===== config.mk =====
export PLATFORM = sky130hd
export DESIGN_NAME = kmeans_stream_cluster
export DESIGN_NICKNAME = d
export VERILOG_FILES = /design/src/rtl/kmeans_stream_cluster.sv
export SDC_FILE = /design/constraint.sdc
export NUM_CORES = 1
export LEC_CHECK = 0
export ABC_AREA = 1
export CAP_MARGIN = 0
export CORE_MARGIN = 5
export CORE_UTILIZATION = 43
export DETAILED_ROUTE_END_ITERATION = 6
export PLACE_DENSITY_LB_ADDON = 0.2
export SETUP_SLACK_MARGIN = 0.1
export SYNTH_ARGS = -nofsm -noshare
export SYNTH_HDL_FRONTEND = slang
export SYNTH_SLANG_ARGS = --single-unit

===== constraint.sdc =====
create_clock -name i_clk -period 10.4 [get_ports i_clk]
set_input_delay 2.08 -clock i_clk [delete_from_list [all_inputs] [get_ports i_clk]]
set_output_delay 2.08 -clock i_clk [all_outputs]
set_load 0.03 [all_outputs]

===== src/rtl/kmeans_stream_cluster.sv =====
// Streaming K-means greyscale segmenter: ACCUM passes, serial divide per cluster, final LABEL pass.
// LABEL output is one cycle after input handshake; a stalled output holds data and drops s_ready.
module kmeans_stream_cluster #(
   parameter int DATA_W = 8,
   parameter int K      = 4,
   parameter int NPIX   = 900,
   parameter int ITERS  = 4,
   parameter int LBL_W  = $clog2(K),
   parameter int IT_W   = $clog2(ITERS + 1)
) (
   input  logic              i_clk,
   input  logic              i_rst_n,
   input  logic              i_start,
   input  logic              i_s_valid,
   output logic              o_s_ready,
   input  logic [DATA_W-1:0] i_s_data,
   output logic              o_m_valid,
   input  logic              i_m_ready,
   output logic [LBL_W-1:0]  o_m_label,
   output logic [DATA_W-1:0] o_m_data,
   output logic              o_pass_start,
   output logic [IT_W-1:0]   o_iter_count,
   output logic              o_busy,
   output logic              o_done
);
   localparam int CNT_W = $clog2(NPIX + 1);
   localparam int SUM_W = DATA_W + CNT_W;
   localparam int ST_W  = $clog2(DATA_W + 1);

   typedef enum logic [2:0] {S_IDLE, S_ACCUM, S_DIVIDE, S_LABEL, S_DONE} state_t;

   function automatic logic [DATA_W-1:0] f_init_cent(input int i);
      return DATA_W'((i * ((1 << DATA_W) - 1)) / (K - 1));
   endfunction

   state_t             r_state, w_next;
   logic [DATA_W-1:0]  r_cent [K];
   logic [SUM_W-1:0]   r_sum  [K];
   logic [CNT_W-1:0]   r_cnt  [K];
   logic [CNT_W-1:0]   r_pix_cnt, r_out_cnt;
   logic [IT_W-1:0]    r_iter;
   logic               r_change, r_pass_start, r_m_valid;
   logic [LBL_W-1:0]   r_m_label, r_cl;
   logic [DATA_W-1:0]  r_m_data, r_dvd;
   logic [CNT_W-1:0]   r_rem;
   logic [ST_W-1:0]    r_step;

   logic signed [DATA_W:0] w_sd   [K];
   logic [DATA_W:0]        w_dist [K];
   logic [DATA_W:0]        w_best;
   logic [LBL_W-1:0]       w_idx;
   logic                   w_in_hs, w_out_hs, w_pix_last;
   logic [CNT_W:0]         w_rem_sh;
   logic                   w_qbit, w_last_step, w_last_cl, w_upd, w_chg, w_div_end, w_stop;
   logic [CNT_W-1:0]       w_rem_nxt;
   logic [DATA_W-1:0]      w_quot;

   // Nearest centroid, shared by ACCUM and LABEL; strict < keeps the lowest index on ties.
   always_comb begin
      for (int i = 0; i < K; i++) begin
         w_sd[i]   = $signed({1'b0, i_s_data}) - $signed({1'b0, r_cent[i]});
         w_dist[i] = w_sd[i][DATA_W] ? unsigned'(-w_sd[i]) : unsigned'(w_sd[i]);
      end
      w_idx  = '0;
      w_best = w_dist[0];
      for (int i = 1; i < K; i++) begin
         if (w_dist[i] < w_best) begin
            w_best = w_dist[i];
            w_idx  = LBL_W'(i);
         end
      end
   end

   assign o_s_ready  = (r_state == S_ACCUM) ||
                       ((r_state == S_LABEL) && (i_m_ready || !r_m_valid) && (r_pix_cnt != CNT_W'(NPIX)));
   assign w_in_hs    = i_s_valid && o_s_ready;
   assign w_out_hs   = r_m_valid && i_m_ready;
   assign w_pix_last = (r_pix_cnt == CNT_W'(NPIX - 1));

   // Restoring division: remainder stays below cnt, so the shifted value fits in CNT_W+1 bits.
   assign w_rem_sh    = {r_rem, r_dvd[DATA_W-1]};
   assign w_qbit      = (w_rem_sh >= {1'b0, r_cnt[r_cl]});
   assign w_rem_nxt   = w_qbit ? (w_rem_sh[CNT_W-1:0] - r_cnt[r_cl]) : w_rem_sh[CNT_W-1:0];
   assign w_quot      = {r_dvd[DATA_W-2:0], w_qbit};
   assign w_last_step = (r_step == ST_W'(DATA_W));
   assign w_last_cl   = (r_cl == LBL_W'(K - 1));
   assign w_upd       = (r_state == S_DIVIDE) && w_last_step && (r_cnt[r_cl] != '0);
   assign w_chg       = w_upd && (w_quot != r_cent[r_cl]);
   assign w_div_end   = (r_state == S_DIVIDE) && w_last_step && w_last_cl;
   assign w_stop      = !(r_change || w_chg) || ((r_iter + IT_W'(1)) == IT_W'(ITERS));

   always_ff @(posedge i_clk or negedge i_rst_n) begin
      if (!i_rst_n) r_state <= S_IDLE;
      else          r_state <= w_next;
   end

   always_comb begin
      w_next = r_state;
      o_busy = (r_state != S_IDLE);
      o_done = (r_state == S_DONE);
      case (r_state)
         S_IDLE:   if (i_start) w_next = S_ACCUM;
         S_ACCUM:  if (w_in_hs && w_pix_last) w_next = S_DIVIDE;
         S_DIVIDE: if (w_div_end) w_next = w_stop ? S_LABEL : S_ACCUM;
         S_LABEL:  if (w_out_hs && (r_out_cnt == CNT_W'(NPIX - 1))) w_next = S_DONE;
         S_DONE:   w_next = S_IDLE;
         default:  w_next = S_IDLE;
      endcase
   end

   always_ff @(posedge i_clk or negedge i_rst_n) begin
      if (!i_rst_n) begin
         for (int i = 0; i < K; i++) begin
            r_cent[i] <= f_init_cent(i);
            r_sum[i]  <= '0;
            r_cnt[i]  <= '0;
         end
         r_pix_cnt    <= '0;
         r_out_cnt    <= '0;
         r_iter       <= '0;
         r_change     <= 1'b0;
         r_pass_start <= 1'b0;
         r_m_valid    <= 1'b0;
         r_m_label    <= '0;
         r_m_data     <= '0;
         r_cl         <= '0;
         r_dvd        <= '0;
         r_rem        <= '0;
         r_step       <= '0;
      end else begin
         r_pass_start <= (w_next != r_state) && ((w_next == S_ACCUM) || (w_next == S_LABEL));
         case (r_state)
            S_IDLE: if (i_start) begin
               for (int i = 0; i < K; i++) begin
                  r_cent[i] <= f_init_cent(i);
                  r_sum[i]  <= '0;
                  r_cnt[i]  <= '0;
               end
               r_iter    <= '0;
               r_change  <= 1'b0;
               r_pix_cnt <= '0;
               r_out_cnt <= '0;
            end
            S_ACCUM: if (w_in_hs) begin
               r_sum[w_idx] <= r_sum[w_idx] + SUM_W'(i_s_data);
               r_cnt[w_idx] <= r_cnt[w_idx] + CNT_W'(1);
               r_pix_cnt    <= w_pix_last ? '0 : r_pix_cnt + CNT_W'(1);
               if (w_pix_last) begin
                  r_cl   <= '0;
                  r_step <= '0;
               end
            end
            S_DIVIDE: begin
               if (r_step == '0) begin
                  r_rem  <= r_sum[r_cl][SUM_W-1:DATA_W];
                  r_dvd  <= r_sum[r_cl][DATA_W-1:0];
                  r_step <= ST_W'(1);
               end else begin
                  r_rem <= w_rem_nxt;
                  r_dvd <= w_quot;
                  if (w_last_step) begin
                     r_step <= '0;
                     r_cl   <= r_cl + LBL_W'(1);
                     if (w_upd) r_cent[r_cl] <= w_quot;
                     if (w_chg) r_change <= 1'b1;
                  end else begin
                     r_step <= r_step + ST_W'(1);
                  end
               end
               if (w_div_end) begin
                  r_iter   <= r_iter + IT_W'(1);
                  r_change <= 1'b0;
                  if (!w_stop) begin
                     for (int i = 0; i < K; i++) begin
                        r_sum[i] <= '0;
                        r_cnt[i] <= '0;
                     end
                  end
               end
            end
            S_LABEL: begin
               if (w_in_hs) begin
                  r_m_valid <= 1'b1;
                  r_m_label <= w_idx;
                  r_m_data  <= r_cent[w_idx];
                  r_pix_cnt <= r_pix_cnt + CNT_W'(1);
               end else if (i_m_ready) begin
                  r_m_valid <= 1'b0;
               end
               if (w_out_hs) r_out_cnt <= r_out_cnt + CNT_W'(1);
            end
            default: ;
         endcase
      end
   end

   assign o_m_valid    = r_m_valid;
   assign o_m_label    = r_m_label;
   assign o_m_data     = r_m_data;
   assign o_pass_start = r_pass_start;
   assign o_iter_count = r_iter;
endmodule


== Yosys cells after proc, flatten, opt, wreduce, memory -nomap -nowiden ==
Index checks and enable logic that the tools add are counted.

* Register bits: 207
* Latch bits: 0
* RAM bits: 0
* Memory bits (read-only): 0
* Input bits: 13
* Output and inout port bits: 18
* Logic and storage cells: 206
* Memories: 0

* Add/subtract/negate cells: 16
* Multiply operators: 0
* Div/mod/pow operators: 0
* Order comparisons: 8
* Eq/ne operators: 27
* Shift operators: 0
* Muxes and demuxes: 88
* Bitwise gates (word level): 2
* Reductions and logical operators: 40

{| class="wikitable"
|+ Operators by type and width
! kind !! count
|-
| two-way mux 72 bit || 4
|-
| case mux 72 bit (3 select lines) || 1
|-
| two-way mux 40 bit || 4
|-
| two-way mux 32 bit || 4
|-
| two-way mux 10 bit || 12
|-
| case mux 40 bit (3 select lines) || 1
|-
| two-way mux 18 bit || 5
|-
| binary-select mux 18 bit (select 2 bit) || 2
|-
| bitwise mux 72 bit || 1
|-
| case mux 32 bit (2 select lines) || 1
|-
| two-way mux 9 bit || 6
|-
| two-way mux 8 bit || 6
|-
| binary-select mux 10 bit (select 2 bit) || 2
|-
| bitwise mux 40 bit || 1
|-
| demux 18 bit (select 2 bit) || 1
|-
| negation 9 bit || 4
|-
| subtractor 8 x 8 -> 9 bit || 4
|-
| binary-select mux 8 bit (select 2 bit) || 2
|-
| bitwise mux 32 bit || 1
|-
| adder 10 x 1 -> 10 bit, second input constant || 3
|-
| case mux 10 bit (3 select lines) || 1
|-
| < comparator 9 bit || 3
|-
| demux 10 bit (select 2 bit) || 1
|-
| equality test 10 bit, second input constant || 2
|-
| other kinds (42) || 109
|}

== Depth between registers and ports, before layout ==
* Word-level depth: 17
* Depth in mapped cells: 72
* Mapped depth without buffers: 65

== Least setup slack after synthesis ==
OpenSTA, ideal clock, no wires.

* Path kind: input port to flip-flop
* From: input i_s_data[0]
* To: register r_sum[14] (netlist name)
* Library setup time: 118 ps
* Arrival: 11009 ps
* Data required time: 10282 ps
* Path slack: -727 ps
* Stages: 67
* Path buffers: 8
* Cell sequence: inv_1 ha_1 inv_1 fa_1 nand2_1 nand2_1 a31oi_1 inv_1 nor2_1 xnor2_1 ha_1 a21oi_1 nor2_1 nor2_1 nand3_1 a31o_2 a21oi_1 nand2_1 (+31 left out) nand2_1 inv_1 a221o_1 inv_1 nor2_1 nor2_1 o21bai_1 inv_1 nor2_1 nor2_1 nor2_1 nor2_1 nor2_1 nand2_1 nor2_4 nand3b_1 nand3_1 nand2_1

* Longest elaborated chain between the ends: 17
* Elaborated cells between the ends (all ways): 33
* Those cells by class: add/sub (9); order compare (5); mux (17); bitwise (1); reduce/logical (1)

{| class="wikitable"
|+ RTL lines
! element !! line !! source
|-
| start: declaration || 16 || <nowiki>input logic [DATA_W-1:0] i_s_data,</nowiki>
|-
| subtractor 8 x 8 -> 9 bit || 61 || <nowiki>w_sd[i] = $signed({1'b0, i_s_data}) - $signed({1'b0, r_cent[i]});</nowiki>
|-
| negation 9 bit || 62 || <nowiki>w_dist[i] = w_sd[i][DATA_W] ? unsigned'(-w_sd[i]) : unsigned'(w_sd[i]);</nowiki>
|-
| two-way mux 9 bit || 62 ||
|-
| < comparator 9 bit || 67 || <nowiki>if (w_dist[i] < w_best) begin</nowiki>
|-
| two-way mux 9 bit || 67 ||
|-
| < comparator 9 bit || 67 ||
|-
| two-way mux 9 bit || 67 ||
|-
| < comparator 9 bit || 67 ||
|-
| two-way mux 2 bit || 67 ||
|-
| NOT 2 -> 3 bit (not written as such) || 145 || <nowiki>r_sum[w_idx] <= r_sum[w_idx] + SUM_W'(i_s_data);</nowiki>
|-
| binary-select mux 18 bit (select 2 bit), or another cell as far along || 145 ||
|-
| two-way mux 18 bit (not written as such) or logical AND 1 bit (tied branches) || 145 ||
|-
| two-way mux 18 bit (not written as such) || 145 ||
|-
| adder 18 x 8 -> 18 bit or demux 18 bit (select 2 bit) (tied branches) || 145 ||
|-
| bitwise mux 72 bit (*) || 145 ||
|-
| two-way mux 72 bit (*) || 144 || <nowiki>S_ACCUM: if (w_in_hs) begin</nowiki>
|-
| case mux 72 bit (3 select lines) (*) || 132 || <nowiki>case (r_state)</nowiki>
|-
| end signal: indexed assignment || 145 ||
|-
| end: declaration || 38 || <nowiki>logic [SUM_W-1:0] r_sum [K];</nowiki>
|}

Mark *: on every way between the ends. The rest lies on a longest branch, timed or not. The select of a mux whose other input is x is not followed.
A chain may end at the register's enable or synchronous reset.

== Worst setup path in the final report ==
* From: input i_s_data[0]
* To: register r_sum[32] (netlist name)

The elaborated chain is that of the path after synthesis.

==> flow_summary.json <==
{
  "finalWirelength_mm": 48.3,
  "power.density_nw_per_um2": 190,
  "clk_path_buf_depth": 3,
  "hp-class": "register to register",
  "cp_num_buf_inv": 11,
  "initial_utilization_pct": 43.7,
  "hold_buffers": 0,
  "power.leakage_nw": 8.90,
  "crit_start": "i_s_data[0]",
  "antenna_found_initial": 0,
  "ant_nets": 0,
  "first_iter_violations": 1268,
  "core_um2": 33700,
  "slew_viol_final": 0,
  "hpwl_mm": 34.0,
  "dp_cells": 2509,
  "endpoint_kind": "register",
  "io_pins": 31,
  "clock_latency_ps": 510,
  "grt_max_degree": 83,
  "tns_ps": 0,
  "arrival_ps": 10410,
  "critical_path.startpoint_type": "input pin",
  "grt_pass1_vias": 13700,
  "drtPass1Iterations": 6,
  "cp_slowest_cell": "clkdlybuf4s50_1",
  "syn_avg_cell_area_um2": 7.36,
  "r2r-start": "r_cent[16]$_DFFE_PN1P_",
  "crit_type": "input pin to register",
  "vias": 14400,
  "num_rows": 67,
  "ys_seq_area_share_pct": 35.3,
  "drive_above_1_share_pct": 14.3,
  "max_freq_mhz": 99.9,
  "track_usage_pct": 24.1,
  "drt_drc_violations_left": 0,
  "yosysTopAreaCell": "dfrtp_1",
  "cts_htree_levels": 1,
  "cts_tree": "built",
  "relSlewSlack_pct": 26.0,
  "grt_pass1_wl_mm": 75.0,
  "die_area_um2": 38000,
  "yosysTopAreaCellShare_pct": 32.5,
  "final_common_cell": "nand2_1",
  "synth_edf_count": 0,
  "wl_per_cell_um": 18.8,
  "io_buffer_count": 30,
  "crit_family": "simple AND/OR/NAND/NOR gates",
  "ys_async_sr_fraction_pct": 100,
  "synth_cell_type_count": 65,
  "place_ws_ps": -377,
  "setup_viol": 0,
  "synthTopCellsByArea": "dfrtp_1 (32%), nand2_1 (11%), ha_1 (7.7%)",
  "viasPerCell": 5.61,
  "skew_ps": 11.5,
  "path_clk_slew_ps": 60,
  "cp_common_cell": "nor2_1",
  "diodes": 0,
  "nets": 2212,
  "worstMarginPinSlew_ps": 1110,
  "min_from": "r_sum[35]$_DFFE_PN0P_",
  "clock_sinks": 207,
  "ys_warn_count": 0,
  "status": "complete, no violations",
  "min_period_ps": 10010,
  "fillCellCount": 3253,
  "peakVddDrop_mv": 0.125,
  "syn_inst": 2000,
  "maxCapViolations": 0,
  "numCtsBuffers": 24,
  "die_x_um": 195,
  "ys_seq_elements": 207,
  "root_buffer": "clkbuf_16",
  "fin_crit_sh_pct": 96.2,
  "gp_congestion": 0.914,
  "finalPower_w": 0.00333,
  "synth_area_um2": 14700,
  "cp.required_ps": 10800,
  "path_max_fanout": 9,
  "ys.flop_type": "dfrtp_1",
  "worst_slack_ps": 393,
  "syn-num-nets": 2109,
  "grt.overflow.total": 0,
  "stdcell_count": 2569,
  "final_cell_mix": "nand2_1 (410), inv_1 (262), dfrtp_1 (190)",
  "syn_to_final_growth_pct": 18.8,
  "hold_viol": 0,
  "die_h_um": 195,
  "critical_path.max_stage_delay_ps": 410
}
-- cell type report --
cell class	count	area [um^2]	share of cell area [%]
Sequential cell	207	5200	29.7
Clock inverter	10	203	1.16
Tap cell	448	561	3.21
Inverter	285	1090	6.25
Multi-Input combinational cell	1437	8490	48.5
Clock buffer	34	739	4.23
Timing Repair Buffer	148	1200	6.88
-- state kept, by name, summed over array words and instances, names as in the netlist --
register      count
r_sum            72
r_cnt            40
r_cent           32
r_out_cnt        10
r_pix_cnt        10
r_rem            10
o_m_data          8
r_dvd             8
r_step            4
o_iter_count      3
r_state           3
o_m_label         2
r_cl              2
o_m_valid         1
o_pass_start      1
r_change          1
-- layer usage --
layer | routed length (um) | GRT usage (%) | vias up
li1 | - | - | 6929
met1 | 20900 | 33.2 | 6860
met2 | 22600 | 39.8 | 532
met3 | 3180 | 2.83 | 99
met4 | 1610 | 8.04 | 0
met5 | 0 | 0 | -
-- worst register-to-register path: cells and delay by family, from the launching register on --
kind / cells / cell delay, ps
and+or+nand+nor: 29 / 2830
AOI/OAI and AO/OA: 15 / 2370
adders and majority gates: 7 / 1790
DFF: 1 / 640
buffers and inverters: 7 / 550
xor gates and xnor gates: 1 / 130
-- kinds of logic (layout without fill, tap and decap cells) --
kind of cell / after synthesis / after routing / share of synthesized area (%)
buffers and inverters: 358 / 477 / 9.43
adders and majority gates: 96 / 96 / 8.47
xor gates and xnor gates: 57 / 57 / 3.39
AOI/OAI and AO/OA: 477 / 477 / 18.8
DFF: 207 / 207 / 35.3
and+or+nand+nor: 804 / 806 / 24.5
muxes: 1 / 1 / 0.0680
-- final timing paths --
kind                            slack (ps)                     to  cells past startpoint
worst max-delay path                   390  r_sum[32]$_DFFE_PN0P_                     62
worst min-delay path                   480  r_sum[35]$_DFFE_PN0P_                      2
worst max register to register        1970  r_sum[32]$_DFFE_PN0P_                     59
worst min register to register         480  r_sum[35]$_DFFE_PN0P_                      2
max in group asynchronous             7350    r_cl[0]$_DFFE_PN0P_                      2
min in group asynchronous             1520  r_cnt[29]$_DFFE_PN0P_                      1
-- power by group --
part | total (W) | internal, W | switching (W) | leakage (nW)
combinational | 0.00138 | 0.000518 | 0.000864 | 6.13
sequential | 0.000956 | 0.000890 | 0.0000664 | 2.31
clock | 0.000992 | 0.000642 | 0.000350 | 0.463
-- synthesized netlist by cell type, types with 6 or more instances --
library cell,instances
nand2_1,418
nand3_1,144
xnor2_1,15
o211ai_1,8
ha_1,90
buf_1,10
nand3b_1,13
nor2_1,136
nor2_2,8
o21bai_1,10
o22ai_1,75
dfrtp_1,191
a21oi_1,135
nand4_1,34
o21ai_0,169
xor2_1,42
o21ai_1,14
nor3_1,12
inv_1,270
inv_2,11
buf_2,9
a221oi_1,9
o221ai_1,9
fa_1,6
clkbuf_1,49
nand3_2,9
dfstp_2,16
a22oi_1,12
nand2_2,9
-- per-stage QoR --
step                hold WS (ps)  util [%]  cell area (um^2)
floorplan                    449         -             14900
global placement             469      48.0             16200
detailed placement           467      48.0             16200
CTS                          483      50.8             17100
global route                 502      51.9             17500
finish                       476      51.9             17500
-- repair_timing --
item / 4_1_cts / 5_1_grt
setup endpoints to repair: 0 / 48
gates resized for setup: 0 / 69
buffers inserted: 0 / 14
Power figures use the tool's default switching activity.
